File: config.mk
export PLATFORM = sky130hd
export DESIGN_NAME = mult_ctrl
export DESIGN_NICKNAME = d
export VERILOG_FILES = /design/src/rtl/mult_pkg.sv /design/src/rtl/mult.sv /design/src/rtl/mult_ctrl.sv
export SDC_FILE = /design/constraint.sdc
export NUM_CORES = 1
export LEC_CHECK = 0
export ABC_AREA = 1
export CAP_MARGIN = 20
export CORE_MARGIN = 5
export CORE_UTILIZATION = 55
export DETAILED_ROUTE_END_ITERATION = 6
export PLACE_DENSITY = 0.75
export SLEW_MARGIN = 20
export SYNTH_ARGS = -nofsm -noshare
export SYNTH_HDL_FRONTEND = slang
export SYNTH_HIERARCHICAL = 1
export SYNTH_SLANG_ARGS = --single-unit
File: constraint.sdc
create_clock -name clk -period 3.55 [get_ports clk]
set_input_delay 0.355 -clock clk [delete_from_list [all_inputs] [get_ports clk]]
set_output_delay 0.355 -clock clk [all_outputs]
set_load 0.01 [all_outputs]
File: src/rtl/mult_pkg.sv
// Shared definitions for the HI/LO multiply controller and its serial multiplier.
//   DATA_W       : operand width (32)
//   ctrl_state_t : controller FSM encoding (IDLE -> RUN -> WB -> IDLE)
package mult_pkg;

  localparam int DATA_W = 32;

  typedef enum logic [1:0] {
    ST_IDLE = 2'd0,
    ST_RUN  = 2'd1,
    ST_WB   = 2'd2
  } ctrl_state_t;

endpackage

File: src/rtl/mult.sv
// Serial shift-add unsigned multiplier, one multiplier bit per cycle.
// Terminates early once the remaining multiplier bits are all zero, so the
// caller should present the smaller operand on op1.
// Ports:
//   clk, rst  : clock, synchronous active-high reset
//   op1, op2  : unsigned multiplier / multiplicand (read while idle and go=1)
//   go        : request; a new operation starts when idle and go=1
//   res       : 64-bit product, valid in the first cycle hold drops while go=1
//   hold      : 1 while the product is not yet ready
module mult
  import mult_pkg::*;
(
  input  logic                  clk,
  input  logic                  rst,
  input  logic [DATA_W-1:0]     op1,
  input  logic [DATA_W-1:0]     op2,
  input  logic                  go,
  output logic [2*DATA_W-1:0]   res,
  output logic                  hold
);

  logic                calc_q;
  logic [2*DATA_W-1:0] acc_q;
  logic [2*DATA_W-1:0] mcand_q;
  logic [DATA_W-1:0]   mplier_q;

  always_ff @(posedge clk) begin
    if (rst) begin
      calc_q   <= 1'b0;
      acc_q    <= '0;
      mcand_q  <= '0;
      mplier_q <= '0;
    end else if (!calc_q) begin
      if (go) begin
        // The load cycle already folds in multiplier bit 0.
        calc_q   <= 1'b1;
        acc_q    <= op1[0] ? {{DATA_W{1'b0}}, op2} : '0;
        mcand_q  <= {{(DATA_W-1){1'b0}}, op2, 1'b0};
        mplier_q <= op1 >> 1;
      end
    end else if (mplier_q != '0) begin
      if (mplier_q[0]) acc_q <= acc_q + mcand_q;
      mcand_q  <= mcand_q << 1;
      mplier_q <= mplier_q >> 1;
    end else begin
      // Result is presented this cycle; back to idle for the next request.
      calc_q <= 1'b0;
    end
  end

  assign hold = calc_q ? (mplier_q != '0) : go;
  assign res  = acc_q;

endmodule

File: src/rtl/mult_ctrl.sv
// MULT/MULTU controller owning the architectural HI/LO registers.
// Converts signed operands to magnitudes, presents the smaller magnitude to
// the serial multiplier as its op1, and applies the sign on write-back.
// Ports:
//   clk, rst      : clock, synchronous active-high reset (also resets mult)
//   start         : one-cycle multiply request (op1, op2, is_signed sampled)
//   is_signed     : 1 = MULT (two's complement), 0 = MULTU
//   op1, op2      : 32-bit operands
//   mthi, mtlo    : write wdata into HI / LO (only while idle)
//   wdata         : data for mthi/mtlo
//   rd_hilo       : pipeline reads HI/LO this cycle (affects stall only)
//   hi, lo        : architectural HI/LO registers
//   busy          : multiply in flight
//   stall         : any HI/LO-related request while busy
module mult_ctrl
  import mult_pkg::*;
(
  input  logic              clk,
  input  logic              rst,
  input  logic              start,
  input  logic              is_signed,
  input  logic [DATA_W-1:0] op1,
  input  logic [DATA_W-1:0] op2,
  input  logic              mthi,
  input  logic              mtlo,
  input  logic [DATA_W-1:0] wdata,
  input  logic              rd_hilo,
  output logic [DATA_W-1:0] hi,
  output logic [DATA_W-1:0] lo,
  output logic              busy,
  output logic              stall
);

  // |v| for signed operands; |-2^31| wraps to 0x8000_0000, which is the
  // correct unsigned magnitude.
  function automatic logic [DATA_W-1:0] magnitude(input logic [DATA_W-1:0] v,
                                                  input logic              sgn);
    logic [DATA_W-1:0] m;
    m = v;
    if (sgn && v[DATA_W-1]) m = -v;
    return m;
  endfunction

  ctrl_state_t state_q, state_d;

  logic                busy_q, go_q;
  logic [DATA_W-1:0]   hi_q, lo_q;
  logic [DATA_W-1:0]   mop1_q, mop2_q;
  logic                sgn_q, s1_q, s2_q;
  logic [2*DATA_W-1:0] prod_q;

  logic                accept, capture, writeback;
  logic [DATA_W-1:0]   mag1, mag2;
  logic                swap, neg;
  logic [2*DATA_W-1:0] wb_val;
  logic [2*DATA_W-1:0] mul_res;
  logic                mul_hold;

  assign mag1   = magnitude(op1, is_signed);
  assign mag2   = magnitude(op2, is_signed);
  // Ties keep the original order.
  assign swap   = (mag2 < mag1);
  assign neg    = sgn_q & (s1_q ^ s2_q);
  assign wb_val = neg ? -prod_q : prod_q;

  always_ff @(posedge clk) begin
    if (rst) state_q <= ST_IDLE;
    else     state_q <= state_d;
  end

  always_comb begin
    state_d   = state_q;
    accept    = 1'b0;
    capture   = 1'b0;
    writeback = 1'b0;
    case (state_q)
      ST_IDLE: begin
        if (start) begin
          accept  = 1'b1;
          state_d = ST_RUN;
        end
      end
      ST_RUN: begin
        if (!mul_hold) begin
          capture = 1'b1;
          state_d = ST_WB;
        end
      end
      ST_WB: begin
        writeback = 1'b1;
        state_d   = ST_IDLE;
      end
      default: state_d = ST_IDLE;
    endcase
  end

  always_ff @(posedge clk) begin
    if (rst) begin
      busy_q <= 1'b0;
      go_q   <= 1'b0;
      hi_q   <= '0;
      lo_q   <= '0;
      mop1_q <= '0;
      mop2_q <= '0;
      sgn_q  <= 1'b0;
      s1_q   <= 1'b0;
      s2_q   <= 1'b0;
      prod_q <= '0;
    end else begin
      if (accept) begin
        mop1_q <= swap ? mag2 : mag1;
        mop2_q <= swap ? mag1 : mag2;
        sgn_q  <= is_signed;
        s1_q   <= op1[DATA_W-1];
        s2_q   <= op2[DATA_W-1];
        busy_q <= 1'b1;
        go_q   <= 1'b1;
      end else if (state_q == ST_IDLE) begin
        // A start in the same cycle wins over mt writes (handled above).
        if (mthi) hi_q <= wdata;
        if (mtlo) lo_q <= wdata;
      end
      if (capture) begin
        prod_q <= mul_res;
        go_q   <= 1'b0;
      end
      if (writeback) begin
        {hi_q, lo_q} <= wb_val;
        busy_q       <= 1'b0;
      end
    end
  end

  mult u_mult (
    .clk  (clk),
    .rst  (rst),
    .op1  (mop1_q),
    .op2  (mop2_q),
    .go   (go_q),
    .res  (mul_res),
    .hold (mul_hold)
  );

  assign hi    = hi_q;
  assign lo    = lo_q;
  assign busy  = busy_q;
  assign stall = (start | mthi | mtlo | rd_hilo) & busy_q;

endmodule

# [Word-level counts from Yosys, hierarchy flattened]
# Index checks and enable logic that the tools add are counted.
# Widths: inputs -> output; s select.
[totals] regBits=360 latch_bits=0 ramBits=0 rom_bits=0 memories=0
[op_classes] add_sub_neg=4 mul=0 div=0 order_cmp=1 eq_ne=7 shifts=0 muxes=36 bitwise_logic=6 n_reduce_logical=15
[ops] operator="$mux 32" n=16
[ops] operator="$mux 64" n=8
[ops] operator="$add 64x64->64" n=1
[ops] operator="$neg 32->32" n=2
[ops] operator="$neg 64->64" n=1
[ops] operator="$lt 32x32->1" n=1
[ops] operator="$reduce_bool 32->1" n=1
[ops] operator="$mux 1" n=9
[ops] operator="$reduce_and 3->1" n=3
[ops] operator="$ne 2x2->1 const B" n=4
[ops] operator="$reduce_bool 2->1" n=4
[ops] operator="$mux 2" n=2
[ops] operator="$pmux 2 s2" n=1
[ops] operator="$reduce_and 2->1" n=2
[ops] operator="$reduce_or 2->1" n=2
[ops] operator="$or 1x1->1" n=3
[ops] operator="$and 1x1->1" n=2
[ops] operator="$eq 2x1->1 const B" n=1
[ops] operator="$eq 2x2->1 const B" n=1
[ops] operator="$logic_and 1x1->1" n=2
[ops] operator="$logic_not 2->1" n=1
[ops] operator="$ne 2x1->1 const B" n=1
[ops] operator="$xor 1x1->1" n=1

# [Depth between registers and ports, before layout]
# Gate-level depths: netlist (run 1).
[depth] depth_word=5 mapped_depth=21 ltp_nobuf=20

# [Cells and area by module]
# The synthesis (run 1) kept the hierarchy.
[modules_own_cells] mod="mult_ctrl" instances=1 cells_each=2067 area_per_inst_um2=12802.3 seq_area_each_um2=3983.8
[modules_own_cells] mod="mult" instances=1 cells_each=2160 area_per_inst_um2=12246.7 seq_area_each_um2=3183.1

# [Worst setup path after synthesis (run 1)]
# OpenSTA, ideal clock, no wires.
[synth_timing] kind="input to register" from="input op2[1]" to="register mop1_q[1]" setup_time_ps=132 t_arrival_ps=2551 setup_slack_ps=867 stages=20 n_path_buf=1 cell_sequence="inv_1 ha_1 nand3_1 nor2_1 nand3_1 nand2_2 nand3_1 nand2_1 nand2_1 ha_1 nand4_1 inv_1 nand2_1 nor4_1 nand2_1 nand2_1 buf_2 nand2_1 nand3_1 a21oi_1"
[synth_between] elab_chain_len=4
[synth_lines] element="start: declaration" line="mult_ctrl.sv:23" text="input logic [DATA_W-1:0] op2,"
[synth_lines] element="$neg 32->32" line="mult_ctrl.sv:40" text="if (sgn && v[DATA_W-1]) m = -v;"
[synth_lines] element="$mux 32 (*)" line="mult_ctrl.sv:40"
[synth_lines] element="$lt 32x32->1" line="mult_ctrl.sv:62" text="assign swap = (mag2 < mag1);"
[synth_lines] element="$mux 32 (*)" line="mult_ctrl.sv:111" text="mop1_q <= swap ? mag2 : mag1;"
[synth_lines] element="end signal: assignment" line="mult_ctrl.sv:111"
[synth_lines] element="end: declaration" line="mult_ctrl.sv:48" text="logic [DATA_W-1:0] mop1_q, mop2_q;"
# Every way passes the cells marked *; elsewhere a longest branch is shown, timed or not.
# A chain may end at the register's enable or synchronous reset.

# [Worst setup path after layout (run 1)]
[layout_timing] from="input op2[1]" to="register mop1_q[9]"
# The elaborated chain is that of the path after synthesis.

==> results of run 1 <==
-- path summary, 6_finish.rpt --
kind                               startpoint             end  slack [ps]  cells after the start
worst max-delay path                   op2[1]       mop1_q[9]         480                     21
worst min register to register      mop2_q[1]       mop2_q[1]         470                      2
worst max register to register  u_mult/res[1]  u_mult/res[63]         870                     15
worst min-delay path                      rst       mop2_q[1]         160                      2
-- per-layer routing --
| metal | global-route usage (%) | part of all wire, % |
|---|---|---|
| met1 | 42.74 | 41 |
| met2 | 59.13 | 48 |
| met3 | 4.671 | 6.5 |
| met4 | 15.12 | 5.0 |
| met5 | 0 | 0 |
-- logic make-up (layout without fill, tap and decap cells) --
kind of cell | after synthesis | count (layout) | share of synthesized area (%)
adder cells (fa/ha/maj) | 97 | 97 | 4.875
flip-flops | 358 | 358 | 28.61
buffers and inverters | 720 | 930 | 11.47
AO/OA/AOI/OAI | 765 | 765 | 16.01
XOR/XNOR | 50 | 50 | 1.748
AND/OR/NAND/NOR | 2237 | 2237 | 37.29
-- Yosys cell counts, types with 2 or more instances --
master / number / area (um2)
nand2_2: 20 / 125.1
or2_2: 7 / 43.79
buf_6: 9 / 101.4
buf_2: 61 / 305.3
o21ai_2: 3 / 26.28
o21ai_0: 257 / 1286
nor4_1: 12 / 75.07
xnor2_1: 11 / 96.34
and3_1: 4 / 25.02
nor3_2: 6 / 60.06
o21ai_4: 3 / 48.80
a21o_1: 4 / 30.03
nor2_4: 4 / 45.04
nor3_4: 2 / 32.53
nor2_1: 356 / 1336
a21boi_0: 4 / 30.03
nand3b_1: 10 / 75.07
o21ai_1: 71 / 355.3
and2_1: 2 / 12.51
buf_4: 4 / 30.03
buf_1: 2 / 7.510
nor2_2: 14 / 87.58
clkinv_1: 2 / 7.510
xor2_1: 39 / 341.6
a21oi_1: 363 / 1817
inv_1: 527 / 1978
dfxtp_1: 358 / 7167
or2_1: 6 / 37.54
nand4_1: 55 / 344.1
ha_1: 96 / 1201
nand2_1: 1346 / 5052
o22ai_1: 2 / 12.51
a21oi_2: 12 / 105.1
inv_2: 19 / 71.32
nand3_1: 374 / 1872
o21bai_1: 3 / 22.52
a31oi_1: 39 / 244.0
nor3_1: 15 / 75.07
clkbuf_1: 95 / 356.6
-- cell type report --
type,instances,area [um2]
flip-flops and latches,358,7168
repair buffers,308,2830
multi-input cells,3149,15050
fillers,4408,15900
clock buffers,60,1209
clock inverters,14,219.0
well taps,600,750.7
inverters,548,2058
-- sequential cells by signal, summed over array words and instances, names as in the netlist --
| register | cells |
|---|---|
| sgn_q | 1 |
| busy | 1 |
| s2_q | 1 |
| prod_q | 64 |
| mop1_q | 32 |
| u_mult/mplier_q | 31 |
| u_mult/res | 64 |
| u_mult/calc_q | 1 |
| lo | 32 |
| s1_q | 1 |
| hi | 32 |
| state_q | 2 |
| mop2_q | 32 |
| u_mult/mcand_q | 63 |
| go_q | 1 |
-- power groups by stage --
stage | sequential (W) | combinational [W] | clock (W)
after floorplan | 0.00465 | 0.00220 | 0
after global placement | 0.00476 | 0.00329 | 0
after detailed placement | 0.00476 | 0.00331 | 0
after CTS | 0.00468 | 0.00334 | 0.00455
after global routing | 0.00471 | 0.00375 | 0.00473
final | 0.00468 | 0.00338 | 0.00450
-- critical path, stage by stage --
cell             delay [ps]
clkdlybuf4s50_1         390
inv_1                    90
ha_1                    180
nand3_1                 120
nor2_1                  190
nand3_1                 110
nand2_2                 170
nand3_1                  90
nand2_1                  80
nand2_1                 140
ha_1                    340
nand4_1                  90
inv_1                    70
nand2_1                  80
nor4_1                  260
nand2_2                 160
nand2_2                 170
buf_12                  200
nand2_1                  70
nand3_1                  70
a21oi_1                  80
-- per-stage QoR --
step / TNS (ps) / utilization (%) / total power, W / instances / area (um2)
floorplan: 0 / - / 0.006855 / 4227 / 25050
finish: 0 / 64.82 / 0.01257 / 5037 / 29290
CTS: 0 / 64.82 / 0.01257 / 5037 / 29290
detailed placement: -1679 / 61.66 / 0.008076 / 4963 / 27860
global placement: -2304 / 61.66 / 0.008044 / 4963 / 27860
global route: 0 / 64.82 / 0.01319 / 5037 / 29290
==> run metrics, run 1 <==
Post-Route WL a little under 90 mm; Synth Register Bits between 300 and 400; Sw Share about a third; Area growth, synth to finish 16.92%; crit share post-route slightly below 90%; routed length per instance 17.69 um; full die area 49910 um2; setup ws final 475.4 ps; # IOs 169; maximum vdd drop 0.4581 mV; most frequent cells in the layout nand2_1 (1343), inv_1 (525), nand3_1 (374); EDFF count, synth 0; WHS 163.7 ps; static leakage 14.26 nW; Die Wd between 200 and 250 um; CTS-repair resized insts 0; largest net degree at the start of global routing 124; fin crit period between 3000 and 4000 ps; post-synth net total ~4400; fraction of layout cells with a size suffix above 1 6.987%; Crit. End Element flip-flop; Hold Path Class in2reg; drt drc 0; most common cell after layout, fill and taps aside nand2_1; pin slew with the least headroom to its limit 842.6 ps; status complete, no violations; clock network power share 35.8%; Comb pwr share a little over a quarter; Worst Setup Start Kind input pin; die height around 220 um; Clock Skew 18.88 ps; critical path fanouts, max 28; Avg Vias per Cell 5.503; Initial DRC Count 2833; antenna cell count 0; initial antenna violation count 0; Pwr Density 429.0 nW/um2; nets 4605; Post-synth ARST share 0%; Detailed Place HPWL 69.36 mm; number of global-route vias before repair 25564; first-pass GRT wire length approximately 140 mm; GRT Util Overall roughly a third; Syn Area/Cell 5.926 um2; clk root buf clkbuf_16; worst-skew pair later-pin latency 570 ps; DRT Pass-1 Iters 7; Syn Std Cell Area around 25000 um2; Inserted Clock Buffers 40; RSZ-0062 raised after global routing false; hold bufs inserted after CTS 0; Max Slew Vio Count 0; ANT nets after route 0; number of H-tree levels 2; max-cap violation count 0; setup bufs post-CTS 0; gr ovfl total 0; Mapped Cells 4227; final hold vios 0; Arrival @ worst endpoint 3490 ps; Syn. warnings 6; CORE AREA 45190 um2; fmax 325.3 MHz; Worst EP required between 3000 and 4000 ps; # rows 78; Starting Density 55.44%; Cell Int Power 0.008322 W; sequential fraction of design power 37.3%; Port Buf Inserts 168; Clock Sink Count 358; pre-CTS WS -47.27 ps; Yosys cell types 49; routed vias around 28000; Clock Tree Buf Depth 3; sequential area share after synthesis between 20% and 30%; final setup fails 0; Slew Limit Headroom 43.62%; main flop type after synthesis dfxtp_1; global placement routability congestion 1.001; kind of critical path in2reg; clock-pin slew on the worst setup and hold paths 60 ps; switching pwr roughly 0.0042 W; CTS tree yes
No activity file was read; power rests on OpenSTA's default activity.
==> inputs of run 2 (changes only) <==
==> constraint.sdc (replaced) <==
create_clock -name clk -period 3.55 [get_ports clk]
set_input_delay 0.355 -clock clk [delete_from_list [all_inputs] [get_ports clk]]
set_output_delay 0.355 -clock clk [all_outputs]
set_load 0.02 [all_outputs]
==> results of run 2 <==
The final DEF is identical to that of run 1. Status: complete, no violations.
Main changes from that run: total power 0.01257 W -> 0.01263 W
